==> src/rtl/uart_tx_fifo.sv <==
// uart_tx_fifo: UART transmitter with write-side FIFO, baud timing and a
// frame serialiser. Supports 5-8 data bits, 1/2 stop bits, line break and
// FIFO flush. Optional parity is built only when UART_TX_PARITY_EN is defined.
// Without that macro, parity_en_i/parity_even_i are ignored.
//
// Ports:
//   clk, rst            clock; asynchronous active-high reset
//   div_i               baud divisor {DLM,DLL}; 0 is treated as 1
//   data_bits_i         00=5 .. 11=8 data bits
//   stop2_i             two stop bits
//   parity_en_i         parity enable (UART_TX_PARITY_EN builds only)
//   parity_even_i       1=even, 0=odd parity
//   break_i             force tx_o low
//   fifo_clr_i          synchronous FIFO flush
//   wr_valid_i/wr_data_i/wr_ready_o   byte write handshake
//   tx_o                serial line
//   busy_o              frame in progress
//   thre_o              FIFO empty
//   temt_o              FIFO empty and serialiser idle
//   fifo_count_o        FIFO occupancy
module uart_tx_fifo #(
  parameter int FIFO_DEPTH = 16,
  parameter int OVERSAMPLE = 16,
  parameter int DIV_W      = 16
) (
  input  logic                        clk,
  input  logic                        rst,
  input  logic [DIV_W-1:0]            div_i,
  input  logic [1:0]                  data_bits_i,
  input  logic                        stop2_i,
  input  logic                        parity_en_i,
  input  logic                        parity_even_i,
  input  logic                        break_i,
  input  logic                        fifo_clr_i,
  input  logic                        wr_valid_i,
  input  logic [7:0]                  wr_data_i,
  output logic                        wr_ready_o,
  output logic                        tx_o,
  output logic                        busy_o,
  output logic                        thre_o,
  output logic                        temt_o,
  output logic [$clog2(FIFO_DEPTH):0] fifo_count_o
);

  localparam int AW = $clog2(FIFO_DEPTH);
  localparam int CW = DIV_W + $clog2(OVERSAMPLE);

  typedef enum logic [2:0] {
    S_IDLE,
    S_START,
    S_DATA,
`ifdef UART_TX_PARITY_EN
    S_PARITY,
`endif
    S_STOP
  } state_e;

  state_e state_q, state_d;

  // ---------------- FIFO ----------------
  logic [7:0]    mem_q [FIFO_DEPTH];
  logic [AW-1:0] wr_ptr_q, rd_ptr_q;
  logic [AW:0]   count_q;
  logic          push, pop;
  logic [7:0]    head;

  assign wr_ready_o = (count_q != (AW+1)'(FIFO_DEPTH));
  // A flush in the same cycle wins over both push and pop.
  assign push = wr_valid_i && wr_ready_o && !fifo_clr_i;
  assign pop  = (state_q == S_IDLE) && (count_q != '0) && !fifo_clr_i;
  assign head = mem_q[rd_ptr_q];

  always_ff @(posedge clk) begin
    if (push) mem_q[wr_ptr_q] <= wr_data_i;
  end

  always_ff @(posedge clk or posedge rst) begin
    if (rst) begin
      wr_ptr_q <= '0;
      rd_ptr_q <= '0;
      count_q  <= '0;
    end else if (fifo_clr_i) begin
      wr_ptr_q <= '0;
      rd_ptr_q <= '0;
      count_q  <= '0;
    end else begin
      if (push) wr_ptr_q <= wr_ptr_q + AW'(1);
      if (pop)  rd_ptr_q <= rd_ptr_q + AW'(1);
      case ({push, pop})
        2'b10:   count_q <= count_q + (AW+1)'(1);
        2'b01:   count_q <= count_q - (AW+1)'(1);
        default: count_q <= count_q;
      endcase
    end
  end

  // ---------------- frame datapath ----------------
  logic [7:0]    sh_q;
  logic [2:0]    last_q;   // index of the last data bit (N-1)
  logic [2:0]    bit_q;
  logic          stop2_q, stop_q;
  logic [CW-1:0] per_q, cnt_q, div_eff, per_d;
  logic          bit_end;

  assign div_eff = (div_i == '0) ? CW'(1) : CW'(div_i);
  assign per_d   = div_eff * CW'(OVERSAMPLE);
  assign bit_end = (cnt_q == per_q - CW'(1));

`ifdef UART_TX_PARITY_EN
  logic       pen_q, par_q;
  logic [7:0] par_mask;
  // Keep only the N data bits that go on the line.
  assign par_mask = 8'hFF >> (2'd3 - data_bits_i);

  always_ff @(posedge clk or posedge rst) begin
    if (rst) begin
      pen_q <= 1'b0;
      par_q <= 1'b0;
    end else if (pop) begin
      pen_q <= parity_en_i;
      par_q <= parity_even_i ? ^(head & par_mask) : ~^(head & par_mask);
    end
  end
`else
  logic unused_parity;
  assign unused_parity = parity_en_i ^ parity_even_i;
`endif

  // Format is latched at pop so mid-frame changes apply to the next frame.
  always_ff @(posedge clk or posedge rst) begin
    if (rst) begin
      sh_q    <= '0;
      last_q  <= '0;
      bit_q   <= '0;
      stop2_q <= 1'b0;
      stop_q  <= 1'b0;
      per_q   <= CW'(OVERSAMPLE);
      cnt_q   <= '0;
    end else if (state_q == S_IDLE) begin
      cnt_q <= '0;
      if (pop) begin
        sh_q    <= head;
        last_q  <= 3'd4 + {1'b0, data_bits_i};
        bit_q   <= '0;
        stop2_q <= stop2_i;
        stop_q  <= 1'b0;
        per_q   <= per_d;
      end
    end else begin
      cnt_q <= bit_end ? '0 : cnt_q + CW'(1);
      if (bit_end && state_q == S_DATA) begin
        sh_q  <= sh_q >> 1;
        bit_q <= bit_q + 3'd1;
      end
      if (bit_end && state_q == S_STOP) stop_q <= 1'b1;
    end
  end

  // ---------------- FSM ----------------
  always_ff @(posedge clk or posedge rst) begin
    if (rst) state_q <= S_IDLE;
    else     state_q <= state_d;
  end

  logic line;

  always_comb begin
    state_d = state_q;
    line    = 1'b1;
    case (state_q)
      S_IDLE:  if (pop) state_d = S_START;
      S_START: begin
        line = 1'b0;
        if (bit_end) state_d = S_DATA;
      end
      S_DATA: begin
        line = sh_q[0];
        if (bit_end && bit_q == last_q) begin
`ifdef UART_TX_PARITY_EN
          state_d = pen_q ? S_PARITY : S_STOP;
`else
          state_d = S_STOP;
`endif
        end
      end
`ifdef UART_TX_PARITY_EN
      S_PARITY: begin
        line = par_q;
        if (bit_end) state_d = S_STOP;
      end
`endif
      S_STOP:  if (bit_end && (!stop2_q || stop_q)) state_d = S_IDLE;
      default: state_d = S_IDLE;
    endcase
  end

  // Break overrides the line without disturbing frame timing.
  assign tx_o         = line & ~break_i;
  assign busy_o       = (state_q != S_IDLE);
  assign thre_o       = (count_q == '0);
  assign temt_o       = thre_o && !busy_o;
  assign fifo_count_o = count_q;

endmodule

==> config.mk <==
export PLATFORM = sky130hd
export DESIGN_NAME = uart_tx_fifo
export DESIGN_NICKNAME = d
export VERILOG_FILES = /design/src/rtl/uart_tx_fifo.sv
export SDC_FILE = /design/constraint.sdc
export NUM_CORES = 1
export LEC_CHECK = 0
export BUFFER_PORTS_ARGS = -buffer_cell sky130_fd_sc_hd__buf_2
export CAP_MARGIN = 5
export CELL_PAD_IN_SITES_DETAIL_PLACEMENT = 1
export CELL_PAD_IN_SITES_GLOBAL_PLACEMENT = 1
export CORE_MARGIN = 3
export CORE_UTILIZATION = 46
export CTS_CLUSTER_DIAMETER = 200
export DETAILED_ROUTE_END_ITERATION = 10
export PLACE_DENSITY_LB_ADDON = 0.1
export SLEW_MARGIN = 20
export SYNTH_ARGS = -nofsm -noshare
export SYNTH_HDL_FRONTEND = slang
export SYNTH_SLANG_ARGS = --single-unit
==> constraint.sdc <==
create_clock -name clk -period 2.65 [get_ports clk]
set_input_delay 0.53 -clock clk [delete_from_list [all_inputs] [get_ports clk]]
set_output_delay 0.53 -clock clk [all_outputs]
set_load 0.01 [all_outputs]
==> impl_metrics.py, run 1 <==
metrics = {
    "status": {
        "status": "complete, but fails checks",
        "violations": "negative setup slack",
    },
    "route": {
        "num_vias": 5355,
        "wire_per_inst_um": 20.1,
        "dr.pass1.iters": 4,
        "drtIter0Drc": 309,
        "post-route-drc-count": 0,
        "antenna_left": 0,
        "vias_per_cell": 5.39,
        "wl_um": 20000,
    },
    "global_routing": {
        "track_usage_pct": 19.9,
        "grt_max_degree": 68,
        "grt_pass1_vias": 5985,
        "antenna_found_initial": 0,
        "grt_first_pass_wirelength_um": 32800,
        "grt_overflow_total": 0,
    },
    "critical_path": {
        "cp.required_ps": 2970,
        "worst_setup_path_start_kind": "flop",
        "worstPathMaxFanout": 5,
        "crit_chain": "inv_2, ha_4, or3b_4, nor4b_4, mux2i_1, a311oi_2, nand2b_4, nor3_4, buf_12, buf_6, a41o_1",
        "crit_type": "reg2reg",
        "worst-path-buf-inv": 3,
        "crit_arrival_ps": 3050,
        "cpMaxStageDelayCell": "dfrtp_1",
        "crit_family": "simple AND/OR/NAND/NOR gates",
        "critPathMaxStageDelay_ps": 420,
        "end_kind": "flop",
    },
    "timing": {
        "slew_headroom_pct": 58.5,
        "slew_violations": 0,
        "hold_viol": 0,
        "final.setup_skew_ps": 18.4,
        "layout_setup_ws_ps": -84.9,
        "period_needed_ps": 2730,
        "setup_tns_ps": -554,
        "worstMarginPinSlew_ps": 623,
        "fin_crit_sh_pct": 103,
        "setup_violations": 14,
        "rsz0062_at_grt": "true",
        "fmax_mhz": 366,
    },
    "power_and_ir_drop": {
        "p_leak_uw": 0.00397,
        "clock_power_share_pct": 26.5,
        "p_int_uw": 6390,
        "power_density_nw_per_um2": 907,
        "pwr-share-comb_pct": 33.4,
        "ir_drop_mv": 0.472,
        "netSwitchingPower_uw": 3280,
        "swShare_pct": 33.9,
        "p_seq_share_pct": 40.1,
    },
    "cts": {
        "hold_buffers": 0,
        "clk_pin_slew_ps": 80,
        "clock_sinks": 195,
        "clockBufferDepth": 2,
        "htree_levels": 4,
        "clockRootBuffer": "clkbuf_16",
        "insertion_delay_ps": 440,
        "tritoncts": "built",
        "cts_buffers": 17,
    },
    "final_layout": {
        "final_nets": 771,
        "fillers": 1862,
        "stdcell_count": 994,
        "antenna_cells": 0,
        "drive_gt1_share_pct": 32.2,
        "final_cell_mix": "128 x edfxtp_1, 81 x nand2_1, 63 x dfrtp_1",
        "final_common_cell": "edfxtp_1",
        "final_util_pct": 56.7,
        "final_area_um2": 10700,
        "syn_to_final_growth_pct": 19.9,
    },
    "synth": {
        "syn_area_um2": 8890,
        "syn-num-nets": 677,
        "synth_edf_count": 128,
        "synth-seq-cells": 195,
        "synth_top_cell_by_area": "edfxtp_1",
        "async_flop_share_pct": 34.4,
        "postSynthCellCount": 627,
        "synth_top_area_share_pct": 43.2,
        "ys_types": 67,
        "avgSynthCellArea_um2": 14.2,
        "ys_seq_area_share_pct": 62.1,
        "synth_ff_type": "edfxtp_1",
        "yosys-top-cells-area": "edfxtp_1 43%, dfrtp_1 19%, mux4_2 10%",
        "yosysWarnings": 0,
    },
    "placed_design": {
        "placed_area_um2": 9710,
        "placement.io_buffers": 41,
        "dpl.cell_count": 950,
        "hpwl_um": 13700,
        "place_congestion": 0.799,
    },
    "floorplan": {
        "coreArea_um2": 18800,
        "io_pins": 44,
        "row_count": 50,
        "floorplan.die_area_um2": 21000,
        "die_height_um": 145,
        "die_w_um": 145,
        "start_util_pct": 47.2,
    },
    "run": {
        "max_cap_violations": 0,
    },
    "worst_hold_path": {
        "hp-class": "in2async",
    },
}
-- final timing paths --
kind,from,end,slack [ps],depth (start not counted)
worst max register to register,per_q[5],bit_q[2],-80,11
max in group asynchronous,rst,per_q[4],2150,3
worst min register to register,cnt_q[0],cnt_q[0],480,1
worst max-delay path,per_q[5],bit_q[2],-80,11
min in group clk,data_bits_i[0],last_q[0],290,3
worst min-delay path,rst,fifo_count_o[4],150,3
-- synth_stat cells, types with 2 or more instances --
cell / n
xnor2_1: 33
xor2_1: 14
a31o_2: 2
nor3_4: 2
mux2i_1: 16
a31oi_1: 2
nor3_1: 11
nand4_1: 2
nand2_1: 81
inv_1: 19
nor2_1: 67
nor4_4: 3
edfxtp_1: 128
buf_2: 5
mux4_2: 40
nor4_1: 4
a21o_1: 2
nand2b_1: 4
nand3_1: 14
a22oi_2: 3
nor2b_1: 2
clkbuf_1: 18
and3_1: 5
a311oi_1: 2
o21ai_0: 6
or3_1: 3
or4_4: 2
a22oi_1: 6
and2_1: 2
ha_1: 15
nand3b_1: 3
buf_6: 4
a21oi_1: 8
dfrtp_1: 66
-- registers in the layout, summed over array words and instances (netlist names) --
register,cells
state_q,2
stop2_q,1
mem_q,128
bit_q,3
sh_q,8
per_q,16
cnt_q,20
stop_q,1
wr_ptr_q,4
fifo_count_o,5
last_q,3
rd_ptr_q,4
-- stage by stage --
stage / setup slack (ps) / hold slack (ps) / power, µW
2_1_floorplan: 2.66 / 425 / 5850
3_3_place_gp: -205 / 441 / 6660
3_5_place_dp: -363 / 473 / 6800
4_1_cts: -70.6 / 158 / 9590
5_1_grt: -216 / 184 / 10300
6_report: -84.9 / 150 / 9670
-- worst reg2reg max path, stage by stage (launching register included) --
cell      delay, ps
dfrtp_1         420
inv_2            90
ha_4            140
or3b_4          410
nor4b_4         310
mux2i_1         140
a311oi_2        360
nand2b_4        240
nor3_4           50
buf_12          140
buf_6           110
a41o_1          210
-- metal layers --
layer | track usage (%) | wire length [µm] | share of wire, %
met2 | 34.6 | 10400 | 52
met4 | 6.74 | 445 | 2.2
met3 | 4.40 | 541 | 2.7
met1 | 24.9 | 8590 | 43
met5 | 0 | 0 | 0
-- power by group through the flow --
stage | Combinational [µW] | Clock [µW] | Sequential, µW
detailed placement | 2890 | 0 | 3910
global route | 3560 | 2770 | 3920
global placement | 2770 | 0 | 3890
finish | 3230 | 2560 | 3880
floorplan | 1960 | 0 | 3890
CTS | 3070 | 2640 | 3880
-- logic make-up (layout without fill, tap and decap cells) --
logic type                 after synthesis  count (layout)  share of synthesized area [%]
xor gates and xnor gates                47              47                           4.63
and+or+nand+nor                        220             221                           12.7
AOI/OAI and AO/OA                       44              45                           3.69
buffers and inverters                   47             152                           2.43
adders and majority gates               16              16                           2.34
DFF                                    195             195                           62.1
muxes                                   58              58                           12.2
-- final cells by class --
class / instances / area (µm²) / area share (%)
clock buffer: 17 / 425 / 3.99
clock inverter: 15 / 173 / 1.62
timing repair buffer: 101 / 766 / 7.18
tap: 260 / 325 / 3.05
inverter: 19 / 71.3 / 0.669
sequential: 195 / 5530 / 51.8
multi-input combinational: 387 / 3380 / 31.7
-- timing repair --
action,4_1_cts,5_1_grt
gates resized for setup,14,37
endpoints found under the setup margin,34,35
pin swaps,8,11
buffers inserted,6,4
cloned,2,0
Power figures use the tool's default switching activity.
==> inputs of run 2 (changes only) <==
ABC_AREA = 1   (was unset)
BUFFER_PORTS_ARGS = unset   (was -buffer_cell sky130_fd_sc_hd__buf_2)
DONT_BUFFER_PORTS = 1   (was unset)
==> run 2 against run 1 <==
Net effect:
- the flow now finishes without violations
- synthesized cell count increased by 41%
- final area decreased by 5.1%
- largest cell class unchanged
- maximum frequency is 12% higher
- non-clock buffer count is 68 lower
==> impl_metrics.py, run 2 <==
metrics = {
    "status": {
        "status": "complete, no violations",
    },
    "final_layout": {
        "final_common_cell": "nand2_1",
        "final_nets": 949,
        "antenna_cells": 0,
        "largest_reg_flops": 128,
        "reg_top3": "mem_q (128), cnt_q (20), per_q (16)",
        "largest_register": "mem_q",
        "drive_gt1_share_pct": 10.6,
        "final_cell_mix": "140 x nand2_1, 128 x edfxtp_1, 121 x nor2_1",
        "syn_to_final_growth_pct": 12.1,
        "stdcell_count": 1172,
        "fillers": 2083,
    },
    "synth": {
        "avgSynthCellArea_um2": 10.2,
        "postSynthCellCount": 882,
        "syn-num-nets": 932,
        "yosys-top-cells-area": "edfxtp_1 43%, dfrtp_1 18%, nand2_1 5.9%",
        "synthMostInstantiatedCell": "nand2_1",
        "synth-seq-cells": 195,
        "synth_top_area_share_pct": 42.5,
        "synth_ff_type": "edfxtp_1",
        "async_flop_share_pct": 34.4,
        "synth_top_cell_by_area": "edfxtp_1",
        "ys_types": 43,
        "ys_seq_area_share_pct": 61.1,
        "synth_edf_count": 128,
        "yosysWarnings": 0,
        "syn_area_um2": 9030,
        "synthTopCellsByCount": "143 x nand2_1, 128 x edfxtp_1, 123 x nor2_1",
    },
    "cts": {
        "clk_pin_slew_ps": 80,
        "clockBufferDepth": 2,
        "cts_buffers": 17,
        "clockRootBuffer": "clkbuf_16",
        "htree_levels": 4,
        "clock_sinks": 195,
        "tritoncts": "built",
        "insertion_delay_ps": 440,
    },
    "power_and_ir_drop": {
        "p_leak_uw": 0.00396,
        "ir_drop_mv": 0.539,
        "power_density_nw_per_um2": 928,
    },
    "run": {
        "max_cap_violations": 0,
    },
    "timing": {
        "hold_viol": 0,
        "setup_violations": 0,
        "period_needed_ps": 2440,
        "slew_violations": 0,
        "hold_ws_ps": 16.7,
        "slew_headroom_pct": 31.5,
        "fmax_mhz": 410,
        "final.setup_skew_ps": 14.6,
        "fin_crit_sh_pct": 92.1,
        "rsz0062_at_grt": "true",
        "worstMarginPinSlew_ps": 1020,
    },
    "placed_design": {
        "dpl.cell_count": 1140,
        "placement.io_buffers": 0,
        "place_congestion": 0.867,
        "hpwl_um": 16300,
    },
    "critical_path": {
        "rr_worst_depth": 7,
        "worst_setup_path_start_kind": "flop",
        "worstPathMaxFanout": 8,
        "crit_arrival_ps": 2500,
        "end_kind": "flop",
        "crit_type": "reg2reg",
        "r2r-start": "fifo_count_o[3]",
        "cp.required_ps": 2710,
        "ff2ff_setup_slack_ps": 210,
        "r2r-end": "mem_q[14][4]",
    },
    "route": {
        "post-route-drc-count": 0,
        "met1_length_um": 10800,
        "wl_um": 23700,
        "drtIter0Drc": 395,
        "num_vias": 6573,
        "dr_wl_met3_um": 831,
        "highest_layer": "met4",
        "vias_per_cell": 5.61,
        "antenna_left": 0,
        "wire_per_inst_um": 20.3,
        "route.met2.wl_um": 11800,
        "dr.pass1.iters": 4,
    },
    "worst_hold_path": {
        "hp-class": "in2async",
    },
    "floorplan": {
        "die_w_um": 146,
        "start_util_pct": 47.5,
        "die_height_um": 146,
        "row_count": 50,
        "floorplan.die_area_um2": 21400,
        "io_pins": 44,
        "coreArea_um2": 19000,
    },
    "global_routing": {
        "grt_overflow_total": 0,
        "grt_max_degree": 51,
        "antenna_found_initial": 0,
        "grt_pass1_vias": 7100,
        "grt_first_pass_wirelength_um": 38200,
        "track_usage_pct": 22.6,
    },
}
## run 2: changes by cell type in the layout (fill, tap and decap cells not counted), sizes merged, moves of 40 or more
cell / previous run / this run
buf: 101 / 33
inv: 27 / 70
mux4: 40 / 0
nand2: 83 / 145
nand3: 15 / 55
nor2: 67 / 135
o21ai: 8 / 97
## run 2: worst max-delay path: stages (launching register included)
cell and delay [ps]:
dfrtp_1 410, nor4_4 60, nand2_1 80, nand2_1 80, buf_4 150, nor2_1 240
nand2_1 210, nor2_1 820
## run 2: how the worst max path moves through the flow
stage,start,end,slack [ps]
floorplan,fifo_count_o[1],fifo_count_o[4],80
detailed placement,fifo_count_o[1],fifo_count_o[4],70
CTS,fifo_count_o[1],fifo_count_o[4],50
global placement,fifo_count_o[1],fifo_count_o[4],170
finish,fifo_count_o[3],mem_q[14][4],210
global route,per_q[4],sh_q[6],-5
## run 2: metrics by stage
step                power, µW  setup slack [ps]  setup TNS (ps)  instance area [µm²]  utilization, %
finish                   9390               208               0                10100            53.2
floorplan                5830              83.0               0                 9030               -
global placement         6490               166               0                 9460            49.7
detailed placement       6680              74.2               0                 9460            49.7
global route             9980             -4.61           -7.97                10100            53.2
CTS                      9390              50.9               0                10100            53.0
## run 2: per-layer routing
metal	vias to the layer above	GRT usage [%]
li1	3094	-
met3	25	4.10
met1	3346	30.8
met4	0	6.68
met5	-	0
met2	108	37.1
## run 2: where the power goes
part	internal, µW	switching [µW]	total, µW	leakage, µW
Sequential	3580	285	3860	0.00203
Combinational	972	1870	2850	0.00163
Clock	1440	1250	2690	0.000299
Total	5990	3410	9390	0.00396
## run 2: final cells by class
cell class,count,area [µm²],area share (%)
Timing Repair Buffer,33,264,2.61
Inverter,64,245,2.42
Clock inverter,15,189,1.87
Sequential cell,195,5520,54.5
Clock buffer,17,425,4.20
Multi-Input combinational cell,588,3160,31.2
Tap cell,260,325,3.21
## run 2: logic make-up (layout without fill, tap and decap cells)
family	after synthesis	in the layout	share of synthesized area, %
buffers and inverters	99	129	4.50
DFF	195	195	61.1
and+or+nand+nor	386	386	18.8
xor gates and xnor gates	35	35	3.39
adders and majority gates	16	16	2.30
muxes	1	1	0.111
AOI/OAI and AO/OA	150	150	9.75
## run 2: repair_timing
| action | in CTS | in global routing |
|---|---|---|
| resized for setup | 0 | 12 |
| setup endpoints to repair | 0 | 30 |
| buffers inserted | 0 | 0 |
| hold buffers | 0 | 0 |
